`src/rtl/swap_sched_pkg.sv`:
```
// -----------------------------------------------------------------------------
// swap_sched_pkg
// Shared definitions for the swap command scheduler:
//   - FSM state encodings (IDLE, SWAP, GAP) as plain logic constants
//   - sched_cnt_w(): width of the swap-window counter for a given SWAP_CYCLES
// The request record itself (addr_a/addr_b pair) depends on the instance's
// ADDR_WIDTH, so it is declared inside swap_cmd_scheduler where that
// parameter is known.
// Optional feature macro used by the scheduler: SWAP_SKIP_SAME_EN.
// -----------------------------------------------------------------------------
package swap_sched_pkg;

    typedef logic [1:0] sched_state_t;

    localparam sched_state_t ST_IDLE = 2'd0;
    localparam sched_state_t ST_SWAP = 2'd1;
    localparam sched_state_t ST_GAP  = 2'd2;

    // Counter must hold values 0..SWAP_CYCLES-1; the +1 keeps it at least
    // one bit wide when SWAP_CYCLES == 1.
    function automatic int sched_cnt_w(input int cycles);
        return $clog2(cycles) + 1;
    endfunction

endpackage : swap_sched_pkg

```
`src/rtl/swap_req_fifo.sv`:
```
// -----------------------------------------------------------------------------
// swap_req_fifo
// Synchronous FIFO for swap requests. Storage is an array written on push;
// the head entry is read through a register, so head_o/head_valid_o lag the
// pointer state by one clock. head_valid_o only asserts once head_o holds
// the entry at the read pointer and no pop has been issued since.
// Ports:
//   clk          clock
//   reset_i      synchronous active-high reset (pointers, head_valid)
//   push_i       write wr_data_i (ignored while full)
//   wr_data_i    entry to store
//   pop_i        retire head entry (ignored while empty)
//   head_o       registered head entry
//   head_valid_o head_o is valid and may be popped
//   full_o       no free entry
//   empty_o      no stored entry
//   count_o      current occupancy
// -----------------------------------------------------------------------------
module swap_req_fifo #(
    parameter int WIDTH = 14,
    parameter int DEPTH = 4
) (
    input  logic                       clk,
    input  logic                       reset_i,
    input  logic                       push_i,
    input  logic [WIDTH-1:0]           wr_data_i,
    input  logic                       pop_i,
    output logic [WIDTH-1:0]           head_o,
    output logic                       head_valid_o,
    output logic                       full_o,
    output logic                       empty_o,
    output logic [$clog2(DEPTH):0]     count_o
);
    localparam int AW = $clog2(DEPTH);

    logic [WIDTH-1:0] mem_q [DEPTH];
    logic [AW:0]      wr_ptr_q, wr_ptr_d;
    logic [AW:0]      rd_ptr_q, rd_ptr_d;
    logic [WIDTH-1:0] head_q;
    logic             head_valid_q, head_valid_d;
    logic             do_push;
    logic             do_pop;

    // Pointers carry one extra MSB: equal low bits with differing MSB = full.
    assign empty_o = (wr_ptr_q == rd_ptr_q);
    assign full_o  = (wr_ptr_q[AW] != rd_ptr_q[AW]) &&
                     (wr_ptr_q[AW-1:0] == rd_ptr_q[AW-1:0]);
    assign count_o = wr_ptr_q - rd_ptr_q;

    assign do_push = push_i && !full_o;
    assign do_pop  = pop_i && !empty_o;

    assign wr_ptr_d = do_push ? wr_ptr_q + 1'b1 : wr_ptr_q;
    assign rd_ptr_d = do_pop  ? rd_ptr_q + 1'b1 : rd_ptr_q;

    // After a pop the read pointer moves, so the registered head is stale for
    // one cycle; hold valid low until it has been refreshed.
    assign head_valid_d = !empty_o && !do_pop;

    always_ff @(posedge clk) begin
        if (do_push) begin
            mem_q[wr_ptr_q[AW-1:0]] <= wr_data_i;
        end
        head_q <= mem_q[rd_ptr_q[AW-1:0]];
    end

    always_ff @(posedge clk) begin
        if (reset_i) begin
            wr_ptr_q     <= '0;
            rd_ptr_q     <= '0;
            head_valid_q <= 1'b0;
        end else begin
            wr_ptr_q     <= wr_ptr_d;
            rd_ptr_q     <= rd_ptr_d;
            head_valid_q <= head_valid_d;
        end
    end

    assign head_o       = head_q;
    assign head_valid_o = head_valid_q;

endmodule : swap_req_fifo

```
`src/rtl/swap_cmd_scheduler.sv`:
```
// -----------------------------------------------------------------------------
// swap_cmd_scheduler
// Queues swap requests (address pairs) and sequences them onto the swapper's
// address_A/address_B/swap inputs; arbitrates the swapper's single write port
// so host writes are stalled while any swap is queued or in flight.
// Sequence per request: IDLE (pop) -> SWAP x SWAP_CYCLES -> GAP -> IDLE.
// A request accepted at edge N into an empty, idle scheduler raises mem_swap
// at edge N+2 (one cycle for the registered FIFO head, one for the pop).
// Ports:
//   clk, reset                         clock, synchronous active-high reset
//   req_valid/req_ready                request handshake (ready = queue not full)
//   req_addr_a/req_addr_b              request address pair
//   host_we/host_addr_w/host_data_w    host write request
//   host_wr_ready                      host write accepted this cycle
//   mem_we/mem_address_w/mem_data_w    write port to swapper (pass-through)
//   mem_address_A/mem_address_B        registered swap addresses (hold value)
//   mem_swap                           registered swap strobe
//   swap_done                          one-cycle pulse per retired request
//   pending                            queued requests not yet started
// Optional feature: define SWAP_SKIP_SAME_EN to retire A==B requests without
// a swap window (IDLE -> GAP -> IDLE, swap_done pulses, mem_swap stays low).
// -----------------------------------------------------------------------------
module swap_cmd_scheduler
    import swap_sched_pkg::*;
#(
    parameter int ADDR_WIDTH  = 7,
    parameter int DATA_WIDTH  = 8,
    parameter int FIFO_DEPTH  = 4,
    parameter int SWAP_CYCLES = 3
) (
    input  logic                          clk,
    input  logic                          reset,
    input  logic                          req_valid,
    output logic                          req_ready,
    input  logic [ADDR_WIDTH-1:0]         req_addr_a,
    input  logic [ADDR_WIDTH-1:0]         req_addr_b,
    input  logic                          host_we,
    input  logic [ADDR_WIDTH-1:0]         host_addr_w,
    input  logic [DATA_WIDTH-1:0]         host_data_w,
    output logic                          host_wr_ready,
    output logic                          mem_we,
    output logic [ADDR_WIDTH-1:0]         mem_address_w,
    output logic [DATA_WIDTH-1:0]         mem_data_w,
    output logic [ADDR_WIDTH-1:0]         mem_address_A,
    output logic [ADDR_WIDTH-1:0]         mem_address_B,
    output logic                          mem_swap,
    output logic                          swap_done,
    output logic [$clog2(FIFO_DEPTH):0]   pending
);
    localparam int CNT_W = sched_cnt_w(SWAP_CYCLES);
    localparam logic [CNT_W-1:0] CNT_LAST = CNT_W'(SWAP_CYCLES - 1);

    typedef struct packed {
        logic [ADDR_WIDTH-1:0] addr_a;
        logic [ADDR_WIDTH-1:0] addr_b;
    } swap_req_t;

    // ---------------------------------------------------------------- queue
    swap_req_t  push_req;
    swap_req_t  head_req;
    logic       head_valid;
    logic       fifo_full;
    logic       fifo_empty;
    logic       pop;

    assign push_req.addr_a = req_addr_a;
    assign push_req.addr_b = req_addr_b;
    assign req_ready       = !fifo_full;

    swap_req_fifo #(
        .WIDTH (2 * ADDR_WIDTH),
        .DEPTH (FIFO_DEPTH)
    ) u_fifo (
        .clk          (clk),
        .reset_i      (reset),
        .push_i       (req_valid),
        .wr_data_i    (push_req),
        .pop_i        (pop),
        .head_o       (head_req),
        .head_valid_o (head_valid),
        .full_o       (fifo_full),
        .empty_o      (fifo_empty),
        .count_o      (pending)
    );

    // ------------------------------------------------------------------ FSM
    sched_state_t          state_q, state_d;
    logic [CNT_W-1:0]      cnt_q, cnt_d;
    logic                  swap_q, swap_d;
    logic                  done_q, done_d;
    logic [ADDR_WIDTH-1:0] addr_a_q, addr_a_d;
    logic [ADDR_WIDTH-1:0] addr_b_q, addr_b_d;
    logic                  skip_head;

`ifdef SWAP_SKIP_SAME_EN
    assign skip_head = (head_req.addr_a == head_req.addr_b);
`else
    assign skip_head = 1'b0;
`endif

    always_comb begin
        state_d  = state_q;
        cnt_d    = cnt_q;
        swap_d   = swap_q;
        done_d   = 1'b0;
        addr_a_d = addr_a_q;
        addr_b_d = addr_b_q;
        pop      = 1'b0;

        case (state_q)
            ST_IDLE: begin
                if (head_valid) begin
                    pop = 1'b1;
                    if (skip_head) begin
                        // Same-address swap is a no-op: retire it directly,
                        // still passing through GAP to keep request spacing.
                        done_d  = 1'b1;
                        state_d = ST_GAP;
                    end else begin
                        addr_a_d = head_req.addr_a;
                        addr_b_d = head_req.addr_b;
                        swap_d   = 1'b1;
                        cnt_d    = '0;
                        state_d  = ST_SWAP;
                    end
                end
            end
            ST_SWAP: begin
                if (cnt_q == CNT_LAST) begin
                    swap_d  = 1'b0;
                    done_d  = 1'b1;
                    state_d = ST_GAP;
                end else begin
                    cnt_d = cnt_q + 1'b1;
                end
            end
            ST_GAP: begin
                // Guarantees mem_swap is sampled low between two requests.
                state_d = ST_IDLE;
            end
            default: begin
                swap_d  = 1'b0;
                state_d = ST_IDLE;
            end
        endcase
    end

    always_ff @(posedge clk) begin
        if (reset) begin
            state_q  <= ST_IDLE;
            cnt_q    <= '0;
            swap_q   <= 1'b0;
            done_q   <= 1'b0;
            addr_a_q <= '0;
            addr_b_q <= '0;
        end else begin
            state_q  <= state_d;
            cnt_q    <= cnt_d;
            swap_q   <= swap_d;
            done_q   <= done_d;
            addr_a_q <= addr_a_d;
            addr_b_q <= addr_b_d;
        end
    end

    assign mem_swap      = swap_q;
    assign swap_done     = done_q;
    assign mem_address_A = addr_a_q;
    assign mem_address_B = addr_b_q;

    // ----------------------------------------------------------- write port
    // A queued request always wins over a host write: the write is only
    // accepted when the scheduler is idle with nothing waiting.
    assign host_wr_ready = (state_q == ST_IDLE) && fifo_empty;
    assign mem_we        = host_we && host_wr_ready;
    assign mem_address_w = host_addr_w;
    assign mem_data_w    = host_data_w;

endmodule : swap_cmd_scheduler

```
`config.mk`:
```
export PLATFORM = sky130hd
export DESIGN_NAME = swap_cmd_scheduler
export DESIGN_NICKNAME = d
export VERILOG_FILES = /design/src/rtl/swap_sched_pkg.sv /design/src/rtl/swap_req_fifo.sv /design/src/rtl/swap_cmd_scheduler.sv
export SDC_FILE = /design/constraint.sdc
export NUM_CORES = 1
export LEC_CHECK = 0
export CAP_MARGIN = 5
export CORE_MARGIN = 2
export CORE_UTILIZATION = 28
export CTS_CLUSTER_SIZE = 25
export DETAILED_ROUTE_END_ITERATION = 7
export SYNTH_ARGS = -nofsm -noshare
export SYNTH_HDL_FRONTEND = slang
export SYNTH_SLANG_ARGS = --single-unit
```
`constraint.sdc`:
```
create_clock -name clk -period 5.5 [get_ports clk]
set_input_delay 1.375 -clock clk [delete_from_list [all_inputs] [get_ports clk]]
set_output_delay 1.375 -clock clk [all_outputs]
set_load 0.02 [all_outputs]
```
==> summary.md, run 1 <==
| Metric | Value |
|---|---|
| Simple-gate area share of the yosys netlist | 0.07780 |
| IO Port Bufs | 39 |
| Outcome | complete, no violations |
| Synth warn | 0 |
| Final Cycle Share | 0.7126 |
| Least-Margin Pin Slew | 1.091 ns |
| Clock transition at the registers of the reported paths | 0.06 ns |
| CTS tree | built |
| Max-slew headroom | 0.2704 |
| Avg Cell Area, Syn | 14.63 um2 |
| Most common cell in the netlist | edfxtp_1 |
| Synth cell count leaders | edfxtp_1 (56), dfxtp_1 (42), nand2_1 (33) |
| Gp weighted congestion | 0.7115 |
| Critical Path End Type | output port |
| Die height | 119.4 um |
| Mux contribution to synthesized area | 0.09289 |
| Worst Hold Class | reg -> reg |
| Global-route wire length before repair | 10.38 mm |
| Required @ worst endpoint | 4.12 ns |
| Post-placement cell area | 4172 um2 |
| Die Area | 14,260 um2 |
| Syn_nets | 298 |
| Synthesized flop and latch total | 98 |
| Diode count | 0 |
| DR vias | 1,908 |
| Synth top area share | 0.4507 |
| Distinct cells, synth | 39 |
| Sink Count | 98 |
| Vias in the first global route | 1,966 |
| Core ar. | 13,140 um2 |
| Io pins | 70 |
| Final net count | 323 |
| Post-synth EDFFs | 56 |
| Final setup viols | 0 |
| Starting DRC count in detailed routing | 117 |
| Final Critical Period | 3.920 ns |
| Setup TNS | 0 ns |
| Crit Path Category | reg -> out |
| Pre-antenna DRT Iters | 4 |
| Final number of max-transition violations | 0 |
| Area Growth Syn to Fin | 19.35% |
| Main synth FF type | edfxtp_1 |
| Top Family by Delay on Critical Path | buffers and inverters |
| Worst path cell trace | buf_4, ha_1, nand2_1, nor4_1, and2_1, clkdlybuf4s50_1 |
| Latest clock arrival within the worst-skew pair | 0.34 ns |
| Clock root buffer | clkbuf_16 |
| Routed WL | 6.477 mm |
| RSZ-0062 raised after global routing | false |
| Critical path buffers and inverters | 2 |
| Num CTS Buffers | 9 |
| Max Clock Freq | 255.1 MHz |
| CTS Hold Buffers Added | 0 |
| CP peak stage delay | 0.59 ns |
| Proportion of layout cells with a drive suffix above 1 | 0.1298 |
| Die width | 119.4 um |
| Post-synthesis compound-gate area fraction | 0.04058 |
| Mapped Area | 3731 um2 |
| Post-synthesis async set-or-reset flop share | 0 |
| Cell count after synthesis | 255 |
| Combinational family with the most area after synthesis | multiplexers |
| Postcts setup bufs | 0 |
| GRT Overall Usage | 0.09853 |
| Crit path max fanout | 17 |
| Routed wire length per instance | 14.05 um |
| Xor and xnor area share after synthesis | 0.01844 |
| Synth area leader | edfxtp_1 |
| Footprint of the multi-input gates | 989.7 um2 |
| Initial Utilization | 0.2840 |
| Filler instances | 1,306 |
| DP Wirelength | 4.143 mm |
| Synth Area in Adders | 0.03555 |
| DRC viols | 0 |
| Place WS | 1.575 ns |
| Routed Antenna Nets | 0 |
| Row cnt | 42 |
| Post-CTS sizing | 0 |
| Clock H-tree levels | 3 |
| Largest cells by area after synthesis | edfxtp_1 (45%), dfxtp_1 (23%), mux4_2 (8.5%) |
| Total grt overflow | 0 |
| Hold Violations, Final | 0 |
| Pwr dens | 370.8 nW/um2 |
| Clock tree buffer depth | 2 |
| Largest net degree at the start of global routing | 29 |
| Worst Setup Start Kind | flop |
| Worst setup margin | 1.580 ns |
| Crit path DAT | 2.54 ns |
| Max Cap Viol | 0 |
| Vias per cell | 4.139 |
| Worst clock skew | 0.008504 ns |
| Register area | 2522 um2 |
| Leakage power | 1.505 nW |
| Final instance area | 4453 um2 |
| Seq/Total Area, Yosys | 0.6761 |
| Critical Path Slowest Stage Cell | clkdlybuf4s50_1 |
| Initial antenna violation count | 0 |
| Worst-case vdd ir drop | 0.1547 mV |
==> state kept, by name (all words and copies together), names as in the netlist <==
signal,cells
mem_swap,1
u_fifo.rd_ptr_q,3
u_fifo.wr_ptr_q,3
u_fifo.head_o,14
u_fifo.mem_q,56
swap_done,1
u_fifo.head_valid_o,1
mem_address_A,7
cnt_q,3
state_q,2
mem_address_B,7
==> layout by cell type, fill, tap and decap left out, types with 3 or more instances in the layout <==
master           synthesis  final
edfxtp_1                56     56
dfxtp_1                 42     42
clkdlybuf4s50_1          0     39
nand2_1                 33     33
a21oi_1                 17     17
mux4_2                  14     14
inv_1                    9      9
nor2_1                   9      9
ha_1                     9      9
clkbuf_16                0      9
and2_1                   4      4
xnor2_1                  3      3
xor2_1                   3      3
nor3_1                   3      3
==> worst paths after layout <==
| check | from | endpoint | slack, ns | cells past startpoint |
|---|---|---|---|---|
| worst min register to register | u_fifo.head_o[3]$_DFF_P_ | mem_address_B[3]$_SDFFE_PP0P_ | 0.43 | 2 |
| worst min-delay path | u_fifo.head_o[3]$_DFF_P_ | mem_address_B[3]$_SDFFE_PP0P_ | 0.43 | 2 |
| worst max register to register | u_fifo.rd_ptr_q[0]$_SDFFE_PP0P_ | u_fifo.mem_q[2][9]$_DFFE_PP_ | 3.05 | 5 |
| worst max-delay path | u_fifo.rd_ptr_q[0]$_SDFFE_PP0P_ | mem_we | 1.58 | 6 |
==> cell families after synthesis <==
group / after synthesis
buffers and inverters: 36
AO/OA/AOI/OAI: 26
adder cells (fa/ha/maj): 10
multiplexers: 17
AND/OR/NAND/NOR: 61
XOR/XNOR: 7
flip-flops: 98
==> where the power goes <==
part	switching, mW	internal [mW]	leakage, nW
clock network	0.268	0.313	0.131
registers	0.0233	0.832	0.860
logic	0.116	0.0994	0.513
==> worst register-to-register path, delay by kind of cell, from the launching register on <==
kind            cells  cell delay, ns
buf+inv             1            0.31
fa+ha+maj           1            0.32
compound gates      1            0.24
simple gates        2            0.89
flops               1            0.31
==> metal layers <==
| metal | up-vias | track usage | share of wire |
|---|---|---|---|
| met5 | - | 0 | 0 |
| met4 | 0 | 0.03971 | 0.011 |
| met3 | 8 | 0.03065 | 0.043 |
| met2 | 39 | 0.1706 | 0.52 |
| met1 | 922 | 0.1133 | 0.43 |
| li1 | 939 | - | - |
==> per-stage QoR <==
| stage | hold WS [ns] | power [mW] | util | std cells |
|---|---|---|---|---|
| 6_report | 0.4340 | 1.651 | 0.3390 | 461 |
| 5_1_grt | 0.4566 | 1.726 | 0.3390 | 461 |
| 4_1_cts | 0.4382 | 1.676 | 0.3390 | 461 |
| 3_5_place_dp | 0.4286 | 1.092 | 0.3175 | 445 |
| 3_3_place_gp | 0.4222 | 1.085 | 0.3175 | 445 |
| 2_1_floorplan | 0.4174 | 1.020 | - | 255 |
==> layout make-up <==
class,count,share of cell area
repair buffers,41,0.09104
multi-input cells,121,0.2223
well taps,176,0.04945
flip-flops and latches,98,0.5665
clock buffers,10,0.05142
clock inverters,6,0.01180
inverters,9,0.007586
No activity file was read; power rests on OpenSTA's default activity.
==> inputs of run 2 (changes only) <==
- clock period: 5.5 -> 3.5 ns (I/O delays scaled with it)
==> summary.md, run 2 (same netlist as run 1, synthesis figures left out) <==
| Metric | Value |
|---|---|
| Outcome | complete, no violations |
| Clock transition at the registers of the reported paths | 0.07 ns (about the same) |
| Largest net degree at the start of global routing | 18 (-38%) |
| Vias in the first global route | 2,106 (+7.1%) |
| Total grt overflow | 0 (unchanged) |
| Max-slew headroom | 0.4702 (+0.1998) |
| Die Area | 14,260 um2 (unchanged) |
| Global-route wire length before repair | 10.91 mm (+5.1%) |
| Routed WL | 6.546 mm (+1.1%) |
| Max Cap Viol | 0 (unchanged) |
| Initial antenna violation count | 0 (unchanged) |
| Crit Path Category | reg -> out |
| Hold Path Depth | 2 (unchanged) |
| Starting DRC count in detailed routing | 133 (+14%) |
| GRT Overall Usage | 0.1023 (+0.003728) |
| R2R Setup Slk | 1.41 ns (-1.64 ns) |
| Filler instances | 1,291 (-1.1%) |
| Worst r2r path cells | 5 (unchanged) |
| Pwr dens | 603.5 nW/um2 (+63%) |
| Routed wire length per instance | 14.08 um (+0.20%) |
| CTS Hold Buffers Added | 0 (unchanged) |
| DP Cell Count | 449 (+0.90%) |
| Leakage power | 1.550 nW (+3.0%) |
| Die height | 119.4 um (unchanged) |
| Commonest non-fill, non-tap cell in the layout | edfxtp_1 |
| Crit path max fanout | 6 (-11) |
| Top Family by Delay on Critical Path | buffers and inverters |
| Crit Reg-Reg Startpoint | u_fifo.wr_ptr_q[0]$_SDFFE_PP0P_ |
| IO Port Bufs | 39 (unchanged) |
| Least-Margin Pin Slew | 0.7939 ns (-0.2972 ns) |
| Vias per cell | 4.198 (+1.4%) |
| Final setup viols | 0 (unchanged) |
| Max reg flops | 56 (unchanged) |
| Final number of max-transition violations | 0 (unchanged) |
| Proportion of layout cells with a drive suffix above 1 | 0.1419 (+0.01204) |
| DR vias | 1,952 (+2.3%) |
| Final net count | 327 (+1.2%) |
| Area Growth Syn to Fin | 21.33% |
| Clock root buffer | clkbuf_16 |
| Pwr Total | 2.732 mW (+65%) |
| Latest clock arrival within the worst-skew pair | 0.34 ns (about the same) |
| Worst clock skew | 0.007187 ns (-0.001317 ns) |
| RR Endpoint | u_fifo.mem_q[3][7]$_DFFE_PP_ |
| Initial Utilization | 0.2840 (unchanged) |
| DRC viols | 0 (unchanged) |
| Io pins | 70 (unchanged) |
| Final core utilization | 0.3446 (+0.005619) |
| Worst path cell trace | inv_1, ha_1, nand2_1, nor4_2, and2_1, clkdlybuf4s50_1 |
| HP Start | u_fifo.head_o[12]$_DFF_P_ |
| Required @ worst endpoint | 2.62 ns (-1.50 ns) |
| Final Critical Period | 3.184 ns |
| Worst Hold Class | reg -> reg |
| Footprint of the multi-input gates | 996.0 um2 (+0.63%) |
| Register area | 2522 um2 (unchanged) |
| Commonest non-fill, non-tap cells in the layout | edfxtp_1 (56), dfxtp_1 (42), clkdlybuf4s50_1 (39), nand2_1 (33), a21oi_1 (17) |
| Sink Count | 98 (unchanged) |
| Clock tree buffer depth | 2 (unchanged) |
| Critical path buffers and inverters | 2 (unchanged) |
| Critical Path Slowest Stage Cell | clkdlybuf4s50_1 |
| Non-Filler Instances | 465 (+0.87%) |
| Worst Setup Start Kind | flop |
| Final Cycle Share | 0.9096 |
| Critical Path End Type | output port |
| RSZ-0062 raised after global routing | false |
| Gp weighted congestion | 0.7489 (+5.3%) |
| Row cnt | 42 (unchanged) |
| DP Wirelength | 4.205 mm (+1.5%) |
| Hold endpoint | mem_address_A[5]$_SDFFE_PP0P_ |
| CTS tree | built |
| Final instance area | 4527 um2 (+1.7%) |
| Die width | 119.4 um (unchanged) |
| Crit path DAT | 2.31 ns (-0.23 ns) |
| Setup TNS | 0 ns (unchanged) |
| Routed Antenna Nets | 0 (unchanged) |
| Diode count | 0 (unchanged) |
| CP peak stage delay | 0.59 ns (about the same) |
| Post-placement cell area | 4202 um2 (+0.72%) |
| Worst-case vdd ir drop | 0.2564 mV (+66%) |
| Num CTS Buffers | 9 (unchanged) |
| Max Clock Freq | 314.1 MHz |
| Core ar. | 13,140 um2 (unchanged) |
| Pre-antenna DRT Iters | 4 (unchanged) |
| Hold Violations, Final | 0 (unchanged) |
| Clock H-tree levels | 3 (unchanged) |
## run 2: through the flow
step / hold slack [ns] / setup slack [ns]
6_report: 0.4346 / 0.3164
5_1_grt: 0.4500 / 0.08621
4_1_cts: 0.4378 / 0.1631
3_3_place_gp: 0.4221 / 0.5627
3_5_place_dp: 0.4272 / 0.5328
2_1_floorplan: 0.4174 / 0.2595
## run 2: how the worst max path moves through the flow
stage / from / endpoint / slack, ns / depth (start not counted)
5_1_grt: u_fifo.wr_ptr_q[0]$_SDFFE_PP0P_ / mem_we / 0.09 / 6
6_report: u_fifo.wr_ptr_q[0]$_SDFFE_PP0P_ / mem_we / 0.32 / 6
3_3_place_gp: u_fifo.wr_ptr_q[0]$_SDFFE_PP0P_ / mem_we / 0.56 / 6
4_1_cts: u_fifo.wr_ptr_q[0]$_SDFFE_PP0P_ / mem_we / 0.16 / 6
2_1_floorplan: u_fifo.rd_ptr_q[1]$_SDFFE_PP0P_ / mem_we / 0.26 / 7
3_5_place_dp: u_fifo.wr_ptr_q[0]$_SDFFE_PP0P_ / mem_we / 0.53 / 6
## run 2: tightest hold or removal path: stages, from the launching register on
cell and delay, ns:
dfxtp_1 0.30, nand2_1 0.04, a21oi_1 0.05
## run 2: power by group
group | total, mW | switching (mW) | internal (mW) | leakage, nW
clock | 1.04 | 0.410 | 0.633 | 0.155
combinational | 0.344 | 0.182 | 0.161 | 0.535
sequential | 1.35 | 0.0380 | 1.31 | 0.860
## run 2: area by class of cell
type,instances,share of cell area
clock inverters,5,0.01907
repair buffers,45,0.09619
well taps,176,0.04865
inverters,9,0.007463
flip-flops and latches,98,0.5572
clock buffers,11,0.05141
multi-input cells,121,0.2200
## run 2: timing repair
| action | CTS | global route |
|---|---|---|
| setup buffers | 0 | 0 |
| setup endpoints to repair | 0 | 1 |
| resized for setup | 0 | 1 |
| hold endpoints to repair | 0 | 0 |
## run 2: per-layer routing
layer	up-vias	GRT usage	wire [um]
met5	-	0	0
met4	0	0.03309	79
met3	11	0.03784	372
met2	37	0.1699	3125
met1	955	0.1233	2968
li1	949	-	-
